--- config.mk ---
export PLATFORM = sky130hd
export DESIGN_NAME = fft_seq_flat
export DESIGN_NICKNAME = d
export VERILOG_FILES = /design/src/rtl/fft_pkg.sv /design/src/rtl/fft_seq_if.sv /design/src/rtl/fft_addr_gen.sv /design/src/rtl/fft_seq.sv /design/src/flat_wrapper.sv
export SDC_FILE = /design/constraint.sdc
export NUM_CORES = 1
export LEC_CHECK = 0
export ABC_AREA = 1
export CAP_MARGIN = 0
export CORE_UTILIZATION = 50
export CTS_CLUSTER_SIZE = 14
export DETAILED_ROUTE_END_ITERATION = 7
export PLACE_DENSITY = 0.84
export SLEW_MARGIN = 25
export SYNTH_ARGS = -nofsm -noshare
export SYNTH_HDL_FRONTEND = slang
export SYNTH_SLANG_ARGS = --single-unit
export TNS_END_PERCENT = 1
--- constraint.sdc ---
create_clock -name clk -period 3.4 [get_ports clk]
set_input_delay 0.51 -clock clk [delete_from_list [all_inputs] [get_ports clk]]
set_output_delay 0.51 -clock clk [all_outputs]
set_load 0.05 [all_outputs]
--- src/rtl/fft_pkg.sv ---
// Shared types and helpers for the in-place radix-2 DIF FFT sequencer.
// FFT_SEQ_BITREV_EN adds the natural-order unscramble pass state.
package fft_pkg;

  localparam int unsigned MAX_LOG2N = 12;

`ifdef FFT_SEQ_BITREV_EN
  typedef enum logic [2:0] {StIdle, StRun, StDrain, StUnscramble, StFinish} state_e;
`else
  typedef enum logic [1:0] {StIdle, StRun, StDrain, StFinish} state_e;
`endif

  function automatic bit log2n_ok(input int v);
    return (v >= 2) && (v <= int'(MAX_LOG2N));
  endfunction

  function automatic bit rd_lat_ok(input int v);
    return v >= 1;
  endfunction

  function automatic bit bf_lat_ok(input int v);
    return v >= 0;
  endfunction

  // Reverses the low `width` bits of v; bits above width come back as 0.
  function automatic logic [MAX_LOG2N-1:0] bitrev(input logic [MAX_LOG2N-1:0] v,
                                                  input int unsigned width);
    logic [MAX_LOG2N-1:0] r;
    logic [MAX_LOG2N-1:0] t;
    r = '0;
    t = v;
    for (int unsigned i = 0; i < MAX_LOG2N; i++) begin
      if (i < width) begin
        r = {r[MAX_LOG2N-2:0], t[0]};
        t = t >> 1;
      end
    end
    return r;
  endfunction

endpackage

--- src/rtl/fft_seq_if.sv ---
// Control/status and memory-strobe bundle between fft_seq and its memory/datapath.
interface fft_seq_if #(
  parameter int LOG2N = 10
) ();
  localparam int SW = $clog2(LOG2N + 1);

  logic             start;
  logic             busy;
  logic             done;
  logic             rd_en;
  logic [LOG2N-1:0] rd_addr_a;
  logic [LOG2N-1:0] rd_addr_b;
  logic [LOG2N-2:0] tw_idx;
  logic             tw_valid;
  logic             wr_en;
  logic [LOG2N-1:0] wr_addr_a;
  logic [LOG2N-1:0] wr_addr_b;
  logic [SW-1:0]    stage;

  modport master (
    input  start,
    output busy, done, rd_en, rd_addr_a, rd_addr_b, tw_idx, tw_valid,
           wr_en, wr_addr_a, wr_addr_b, stage
  );

  modport slave (
    output start,
    input  busy, done, rd_en, rd_addr_a, rd_addr_b, tw_idx, tw_valid,
           wr_en, wr_addr_a, wr_addr_b, stage
  );
endinterface

--- src/rtl/fft_addr_gen.sv ---
// Combinational DIF butterfly address/twiddle generator: inserts a 0/1 at bit
// b = LOG2N-1-s of the butterfly counter and forms k = (j mod 2^b) << s.
module fft_addr_gen
  import fft_pkg::*;
#(
  parameter int LOG2N = 10
) (
  input  logic [LOG2N-2:0]             i_j,
  input  logic [$clog2(LOG2N+1)-1:0]   i_s,
  output logic [LOG2N-1:0]             o_addr_a,
  output logic [LOG2N-1:0]             o_addr_b,
  output logic [LOG2N-2:0]             o_tw_idx
);
  localparam int SW = $clog2(LOG2N + 1);

  logic [SW-1:0]    w_b;
  logic [LOG2N-1:0] w_bit;
  logic [LOG2N-1:0] w_mask;
  logic [LOG2N-1:0] w_j_ext;

  assign w_b     = SW'(LOG2N - 1) - i_s;
  assign w_bit   = LOG2N'(1) << w_b;
  assign w_mask  = w_bit - LOG2N'(1);
  assign w_j_ext = {1'b0, i_j};

  // Bits at and above b move up one place to open the gap for the pair bit.
  assign o_addr_a = ((w_j_ext & ~w_mask) << 1) | (w_j_ext & w_mask);
  assign o_addr_b = o_addr_a | w_bit;
  assign o_tw_idx = (i_j & w_mask[LOG2N-2:0]) << i_s;

endmodule

--- src/rtl/fft_seq.sv ---
// In-place radix-2 DIF FFT sequencer: walks LOG2N stages of N/2 butterflies,
// drains the pipeline between stages. FFT_SEQ_BITREV_EN adds an unscramble pass.
module fft_seq
  import fft_pkg::*;
#(
  parameter int LOG2N  = 10,
  parameter int RD_LAT = 1,
  parameter int BF_LAT = 0
) (
  input  logic       clk,
  input  logic       rst_n,
  fft_seq_if.master  bus
);
  localparam int LAT = RD_LAT + BF_LAT;
  localparam int SW  = $clog2(LOG2N + 1);
  localparam int DCW = $clog2(LAT + 1);
  localparam logic [LOG2N-2:0] J_LAST = '1;

  if (!(log2n_ok(LOG2N) && rd_lat_ok(RD_LAT) && bf_lat_ok(BF_LAT))) begin : g_bad_param
    $error("fft_seq: illegal LOG2N/RD_LAT/BF_LAT");
  end

  state_e           r_state, w_state_d;
  logic [LOG2N-2:0] r_j, w_j_d;
  logic [SW-1:0]    r_s, w_s_d;
  logic [DCW-1:0]   r_dcnt, w_dcnt_d;
  logic             w_run, w_busy, w_done, w_unscr_rd;
  logic             w_rd_en;
  logic [LOG2N-1:0] w_rd_a, w_rd_b, w_gen_a, w_gen_b;
  logic [LOG2N-2:0] w_gen_tw;
`ifdef FFT_SEQ_BITREV_EN
  localparam logic [LOG2N-1:0] K_LAST = '1;
  logic [LOG2N-1:0]     r_k, w_k_d;
  logic                 r_tail, w_tail_d;
  logic [MAX_LOG2N-1:0] w_rev;
`endif

  always_ff @(posedge clk) begin
    if (!rst_n) begin
      r_state <= StIdle;
      r_j     <= '0;
      r_s     <= '0;
      r_dcnt  <= '0;
`ifdef FFT_SEQ_BITREV_EN
      r_k     <= '0;
      r_tail  <= 1'b0;
`endif
    end else begin
      r_state <= w_state_d;
      r_j     <= w_j_d;
      r_s     <= w_s_d;
      r_dcnt  <= w_dcnt_d;
`ifdef FFT_SEQ_BITREV_EN
      r_k     <= w_k_d;
      r_tail  <= w_tail_d;
`endif
    end
  end

  always_comb begin
    w_state_d  = r_state;
    w_j_d      = r_j;
    w_s_d      = r_s;
    w_dcnt_d   = r_dcnt;
    w_run      = 1'b0;
    w_busy     = 1'b0;
    w_done     = 1'b0;
    w_unscr_rd = 1'b0;
`ifdef FFT_SEQ_BITREV_EN
    w_k_d      = r_k;
    w_tail_d   = r_tail;
`endif
    unique case (r_state)
      StIdle: begin
        if (bus.start) begin
          w_state_d = StRun;
          w_j_d     = '0;
          w_s_d     = '0;
        end
      end
      StRun: begin
        w_run  = 1'b1;
        w_busy = 1'b1;
        w_j_d  = r_j + (LOG2N-1)'(1);
        if (r_j == J_LAST) begin
          w_state_d = StDrain;
          w_dcnt_d  = '0;
        end
      end
      StDrain: begin
        w_busy   = 1'b1;
        w_dcnt_d = r_dcnt + DCW'(1);
        if (r_dcnt == DCW'(LAT - 1)) begin
          if (r_s == SW'(LOG2N - 1)) begin
`ifdef FFT_SEQ_BITREV_EN
            w_state_d = StUnscramble;
            w_k_d     = '0;
            w_tail_d  = 1'b0;
`else
            w_state_d = StFinish;
`endif
          end else begin
            w_state_d = StRun;
            w_s_d     = r_s + SW'(1);
            w_j_d     = '0;
          end
        end
      end
`ifdef FFT_SEQ_BITREV_EN
      StUnscramble: begin
        w_busy = 1'b1;
        if (!r_tail) begin
          w_unscr_rd = 1'b1;
          w_k_d      = r_k + LOG2N'(1);
          if (r_k == K_LAST) begin
            if (RD_LAT == 1) begin
              w_state_d = StFinish;
            end else begin
              w_tail_d = 1'b1;
              w_dcnt_d = '0;
            end
          end
        end else begin
          // Wait out the read latency so the last word is valid with done.
          w_dcnt_d = r_dcnt + DCW'(1);
          if (r_dcnt == DCW'(RD_LAT - 2)) begin
            w_state_d = StFinish;
          end
        end
      end
`endif
      StFinish: begin
        w_done    = 1'b1;
        w_state_d = StIdle;
      end
      default: w_state_d = StIdle;
    endcase
  end

  fft_addr_gen #(
    .LOG2N (LOG2N)
  ) u_addr_gen (
    .i_j      (r_j),
    .i_s      (r_s),
    .o_addr_a (w_gen_a),
    .o_addr_b (w_gen_b),
    .o_tw_idx (w_gen_tw)
  );

`ifdef FFT_SEQ_BITREV_EN
  assign w_rev   = bitrev(MAX_LOG2N'(r_k), LOG2N);
  assign w_rd_en = w_run | w_unscr_rd;
  assign w_rd_a  = w_run ? w_gen_a : (w_unscr_rd ? w_rev[LOG2N-1:0] : '0);
`else
  assign w_rd_en = w_run;
  assign w_rd_a  = w_run ? w_gen_a : '0;
`endif
  assign w_rd_b  = w_run ? w_gen_b : '0;

  // Write-back delay line: only butterfly reads produce writes.
  for (genvar gi = 0; gi < LAT; gi++) begin : g_wr_dly
    logic             w_v_in;
    logic [LOG2N-1:0] w_a_in, w_b_in;
    logic             r_v;
    logic [LOG2N-1:0] r_a, r_b;
    if (gi == 0) begin : g_head
      assign w_v_in = w_run;
      assign w_a_in = w_run ? w_gen_a : '0;
      assign w_b_in = w_run ? w_gen_b : '0;
    end else begin : g_tail
      assign w_v_in = g_wr_dly[gi-1].r_v;
      assign w_a_in = g_wr_dly[gi-1].r_a;
      assign w_b_in = g_wr_dly[gi-1].r_b;
    end
    always_ff @(posedge clk) begin
      if (!rst_n) begin
        r_v <= 1'b0;
        r_a <= '0;
        r_b <= '0;
      end else begin
        r_v <= w_v_in;
        r_a <= w_a_in;
        r_b <= w_b_in;
      end
    end
  end

  for (genvar gi = 0; gi < RD_LAT; gi++) begin : g_tw_dly
    logic             w_v_in;
    logic [LOG2N-2:0] w_t_in;
    logic             r_v;
    logic [LOG2N-2:0] r_t;
    if (gi == 0) begin : g_head
      assign w_v_in = w_run;
      assign w_t_in = w_run ? w_gen_tw : '0;
    end else begin : g_tail
      assign w_v_in = g_tw_dly[gi-1].r_v;
      assign w_t_in = g_tw_dly[gi-1].r_t;
    end
    always_ff @(posedge clk) begin
      if (!rst_n) begin
        r_v <= 1'b0;
        r_t <= '0;
      end else begin
        r_v <= w_v_in;
        r_t <= w_t_in;
      end
    end
  end

  assign bus.busy      = w_busy;
  assign bus.done      = w_done;
  assign bus.rd_en     = w_rd_en;
  assign bus.rd_addr_a = w_rd_a;
  assign bus.rd_addr_b = w_rd_b;
  assign bus.tw_valid  = g_tw_dly[RD_LAT-1].r_v;
  assign bus.tw_idx    = g_tw_dly[RD_LAT-1].r_t;
  assign bus.wr_en     = g_wr_dly[LAT-1].r_v;
  assign bus.wr_addr_a = g_wr_dly[LAT-1].r_a;
  assign bus.wr_addr_b = g_wr_dly[LAT-1].r_b;
  assign bus.stage     = w_busy ? r_s : '0;

endmodule

--- src/flat_wrapper.sv ---
// flat-port wrapper written by rule: the top's interface ports become plain ports
module fft_seq_flat import fft_pkg::*;
#(
  parameter int LOG2N  = 10,
  parameter int RD_LAT = 1,
  parameter int BF_LAT = 0
)
  (clk, rst_n, bus_start, bus_busy, bus_done, bus_rd_en, bus_rd_addr_a, bus_rd_addr_b, bus_tw_idx, bus_tw_valid, bus_wr_en, bus_wr_addr_a, bus_wr_addr_b, bus_stage);
  fft_seq_if #(.LOG2N(LOG2N)) bus_i ();
  input  logic clk;
  input  logic rst_n;
  input wire logic [$bits(bus_i.start)-1:0] bus_start;
  output wire logic [$bits(bus_i.busy)-1:0] bus_busy;
  output wire logic [$bits(bus_i.done)-1:0] bus_done;
  output wire logic [$bits(bus_i.rd_en)-1:0] bus_rd_en;
  output wire logic [$bits(bus_i.rd_addr_a)-1:0] bus_rd_addr_a;
  output wire logic [$bits(bus_i.rd_addr_b)-1:0] bus_rd_addr_b;
  output wire logic [$bits(bus_i.tw_idx)-1:0] bus_tw_idx;
  output wire logic [$bits(bus_i.tw_valid)-1:0] bus_tw_valid;
  output wire logic [$bits(bus_i.wr_en)-1:0] bus_wr_en;
  output wire logic [$bits(bus_i.wr_addr_a)-1:0] bus_wr_addr_a;
  output wire logic [$bits(bus_i.wr_addr_b)-1:0] bus_wr_addr_b;
  output wire logic [$bits(bus_i.stage)-1:0] bus_stage;
  assign bus_i.start = bus_start;
  assign bus_busy = bus_i.busy;
  assign bus_done = bus_i.done;
  assign bus_rd_en = bus_i.rd_en;
  assign bus_rd_addr_a = bus_i.rd_addr_a;
  assign bus_rd_addr_b = bus_i.rd_addr_b;
  assign bus_tw_idx = bus_i.tw_idx;
  assign bus_tw_valid = bus_i.tw_valid;
  assign bus_wr_en = bus_i.wr_en;
  assign bus_wr_addr_a = bus_i.wr_addr_a;
  assign bus_wr_addr_b = bus_i.wr_addr_b;
  assign bus_stage = bus_i.stage;
  fft_seq #(.LOG2N(LOG2N), .RD_LAT(RD_LAT), .BF_LAT(BF_LAT)) u_core (.clk(clk), .rst_n(rst_n), .bus(bus_i));
endmodule
==> impl_metrics.yaml <==
die:
  initial_core_util_pct: 51.8
  die_w_um: 74.5
  core_um2: 5070
  rows: 26
  dieArea_um2: 5550
  die_h_um: 74.5
  io_pins: 61
placement:
  dpl_cell_area_um2: 3490
  post-dp-hpwl_um: 6150
  pre_cts_ws_ns: 0.290
  port_buffers: 60
  place_congestion: 0.945
status:
  status: "completed"
finish:
  fin_util_pct: 71.6
  n_antenna_cell: 0
  final_design_area_no_fill_um2: 3640
  syn2layout_area_growth_pct: 38.2
  layout_commonest_cell: "nand2_1"
  num-nets-final: 474
  final_cell_mix: "86 x nand2_1, 54 x inv_1, 45 x dfxtp_1"
  drive_gt1_share_pct: 16.6
timing:
  maxSlewHeadroom_pct: 59.5
  finalSetupViolations: 0
  fmax_mhz: 311
  rsz0062_at_grt: "false"
  fin_ws_ns: 0.181
  layout_min_cycle_time_ns: 3.22
  drv_slew: 0
  finalCritPeriodShare_pct: 94.7
  tightest_slew_ns: 0.606
  hold_ws_ns: 0.472
  hold_viol: 0
  skew_ns: 0.00756
routing:
  via_per_inst: 5.14
  routed_wl_um: 7550
  met1_length_um: 3280
  drt_first_iter_violations: 183
  route.met2.wl_um: 3710
  route.detailed.drc: 0
  firstDrtPassIters: 7
  ant_nets: 0
  via_count: 2710
  wl_per_cell_um: 14.3
  top_layer: "met4"
  met3_length_um: 375
critical_path:
  crit_family: "buffers and inverters"
  critPathSlowestCell: "dfxtp_2"
  crit_type: "flop to output pin"
  required_ns: 2.89
  startpoint_type: "flop"
  max_stage_delay_ns: 0.37
  path_cells: "inv_1 -> ha_4 -> inv_1 -> nand2_4 -> nand2_8 -> nand2_4 -> ha_2 -> inv_1 -> a21oi_4 -> nand2_1 -> nand2_1 -> inv_1 -> a21oi_2 -> nor2_2 -> a21oi_1 -> inv_1 -> buf_12"
  worst_path_most_repeated_cell: "inv_1"
  end_kind: "output pin"
  path_buf_inv: 6
  cp_max_fo: 10
  cp_data_arrival_time_ns: 2.71
cts:
  clk_pin_slew_ns: 0.08
  clockBufferDepth: 2
  cts_tree: "yes"
  cts-buffers-inserted: 5
  cts_hold_buf: 0
  numClockSinks: 46
  insertion_delay_ns: 0.30
  cts_root_buf: "clkbuf_8"
  htreeDepth: 2
yosys:
  synth_seq_cells: 46
  ys_seq_area_share_pct: 35.0
  synth_area_um2: 2630
  yosysWarnings: 0
  syn_avg_cell_area_um2: 6.76
  netlist_instances: 389
  synth_fp_nets: 406
  yosysUniqueCellTypes: 38
grt:
  grt_max_degree: 17
  antenna_found_initial: 0
  grt_util_all_layers_pct: 28.9
  grt_pass1_wl_um: 12000
  grt.overflow.total: 0
  grt_pass1_vias: 2532
power:
  ir_drop_v: 0.000537
  power_frac_comb_pct: 46.9
  seqPwrFrac_pct: 34.9
  p_leak_uw: 0.00166
  internal_power_uw: 963
  clock_power_share_pct: 18.2
  sw_frac_of_total_pct: 44.4
  powerDensity_nw_per_um2: 476
  power.total_uw: 1730
  p_switching_uw: 769
hold_path:
  hold_path_class: "flop to flop"
job:
  maxCapViolCount: 0
[sequential cells by signal (all words and copies together) (netlist names)]
register	cells
u_core.r_s	4
u_core.bus.tw_idx	9
u_core.r_state	2
u_core.r_dcnt	1
u_core.bus.wr_addr_a	10
u_core.bus.wr_addr_b	10
u_core.bus.tw_valid	1
u_core.r_j	9
[cell usage after synthesis, drive strengths merged]
cell,count,area [um2]
nand3,35,185
a21oi,25,148
o21a,1,7.51
clkbuf,7,26.3
buf,3,23.8
ha,14,175
a32o,1,10.0
nand2,92,384
inv,64,243
a211oi,1,7.51
nor3,10,55.1
o221ai,1,8.76
and2,4,25.0
clkinv,2,7.51
or2,1,8.76
nor2,49,204
dfxtp,46,921
o21bai,1,7.51
o21ai,25,133
a31oi,1,6.26
xor2,2,17.5
nor3b,1,7.51
nand4,3,18.8
[repair_timing]
item,CTS,global route
setup endpoints to repair,5,13
pin swaps,0,0
resized for setup,2,10
buffers inserted,0,4
[worst register-to-register path, stage by stage, from the launching register on]
cell and delay (ns):
dfxtp_1 0.39, buf_4 0.22, ha_1 0.18, inv_1 0.05, nor2_2 0.15, nand2_4 0.13, ha_2 0.21, inv_1 0.12
xor2_1 0.25, nand3_1 0.15, nand3_1 0.10, nand2_1 0.08, a21oi_1 0.13, nand2_1 0.08, a21oi_2 0.15
[final timing paths]
kind	from	end	slack, ns	cells past startpoint
worst max-delay path	u_core.r_s[2]$_SDFFE_PN0P_	bus_rd_addr_b[5]	0.18	17
worst min-delay path	u_core.r_dcnt$_SDFFE_PN0P_	u_core.r_dcnt$_SDFFE_PN0P_	0.47	2
worst max register to register	u_core.r_s[0]$_SDFFE_PN0P_	u_core.bus.tw_idx[8]$_SDFF_PN0_	0.92	14
worst min register to register	u_core.r_dcnt$_SDFFE_PN0P_	u_core.r_dcnt$_SDFFE_PN0P_	0.47	2
[logic make-up after synthesis]
group                      after synthesis  synth area share, %
AOI/OAI and AO/OA                       56                 12.5
xor gates and xnor gates                 2                0.666
adders and majority gates               14                 6.66
buffers and inverters                   76                 11.4
DFF                                     46                 35.0
and+or+nand+nor                        195                 33.8
[per-layer routing]
layer / GRT usage (%) / up-vias
li1: - / 1359
met1: 35.1 / 1240
met2: 50.6 / 95
met3: 4.74 / 16
met4: 11.9 / 0
met5: 0 / -
[area by class of cell]
cell class	instances	area, um2
fillers	434	1440
flip-flops and latches	46	922
inverters	66	254
clock buffers	7	76.3
multi-input cells	267	1450
well taps	70	87.6
repair buffers	71	846
[per-stage QoR]
| step | setup TNS [ns] | instances |
|---|---|---|
| 6_report | 0 | 527 |
| 5_1_grt | 0 | 527 |
| 4_1_cts | 0 | 523 |
| 3_5_place_dp | 0 | 516 |
| 3_3_place_gp | 0 | 516 |
| 2_1_floorplan | -0.109 | 389 |
[power groups by stage]
stage	registers (uW)	logic (uW)	clock network (uW)
finish	605	812	315
global route	611	876	337
CTS	603	791	317
detailed placement	616	787	0
global placement	612	777	0
floorplan	658	507	0
No activity file was read; power rests on OpenSTA's default activity.
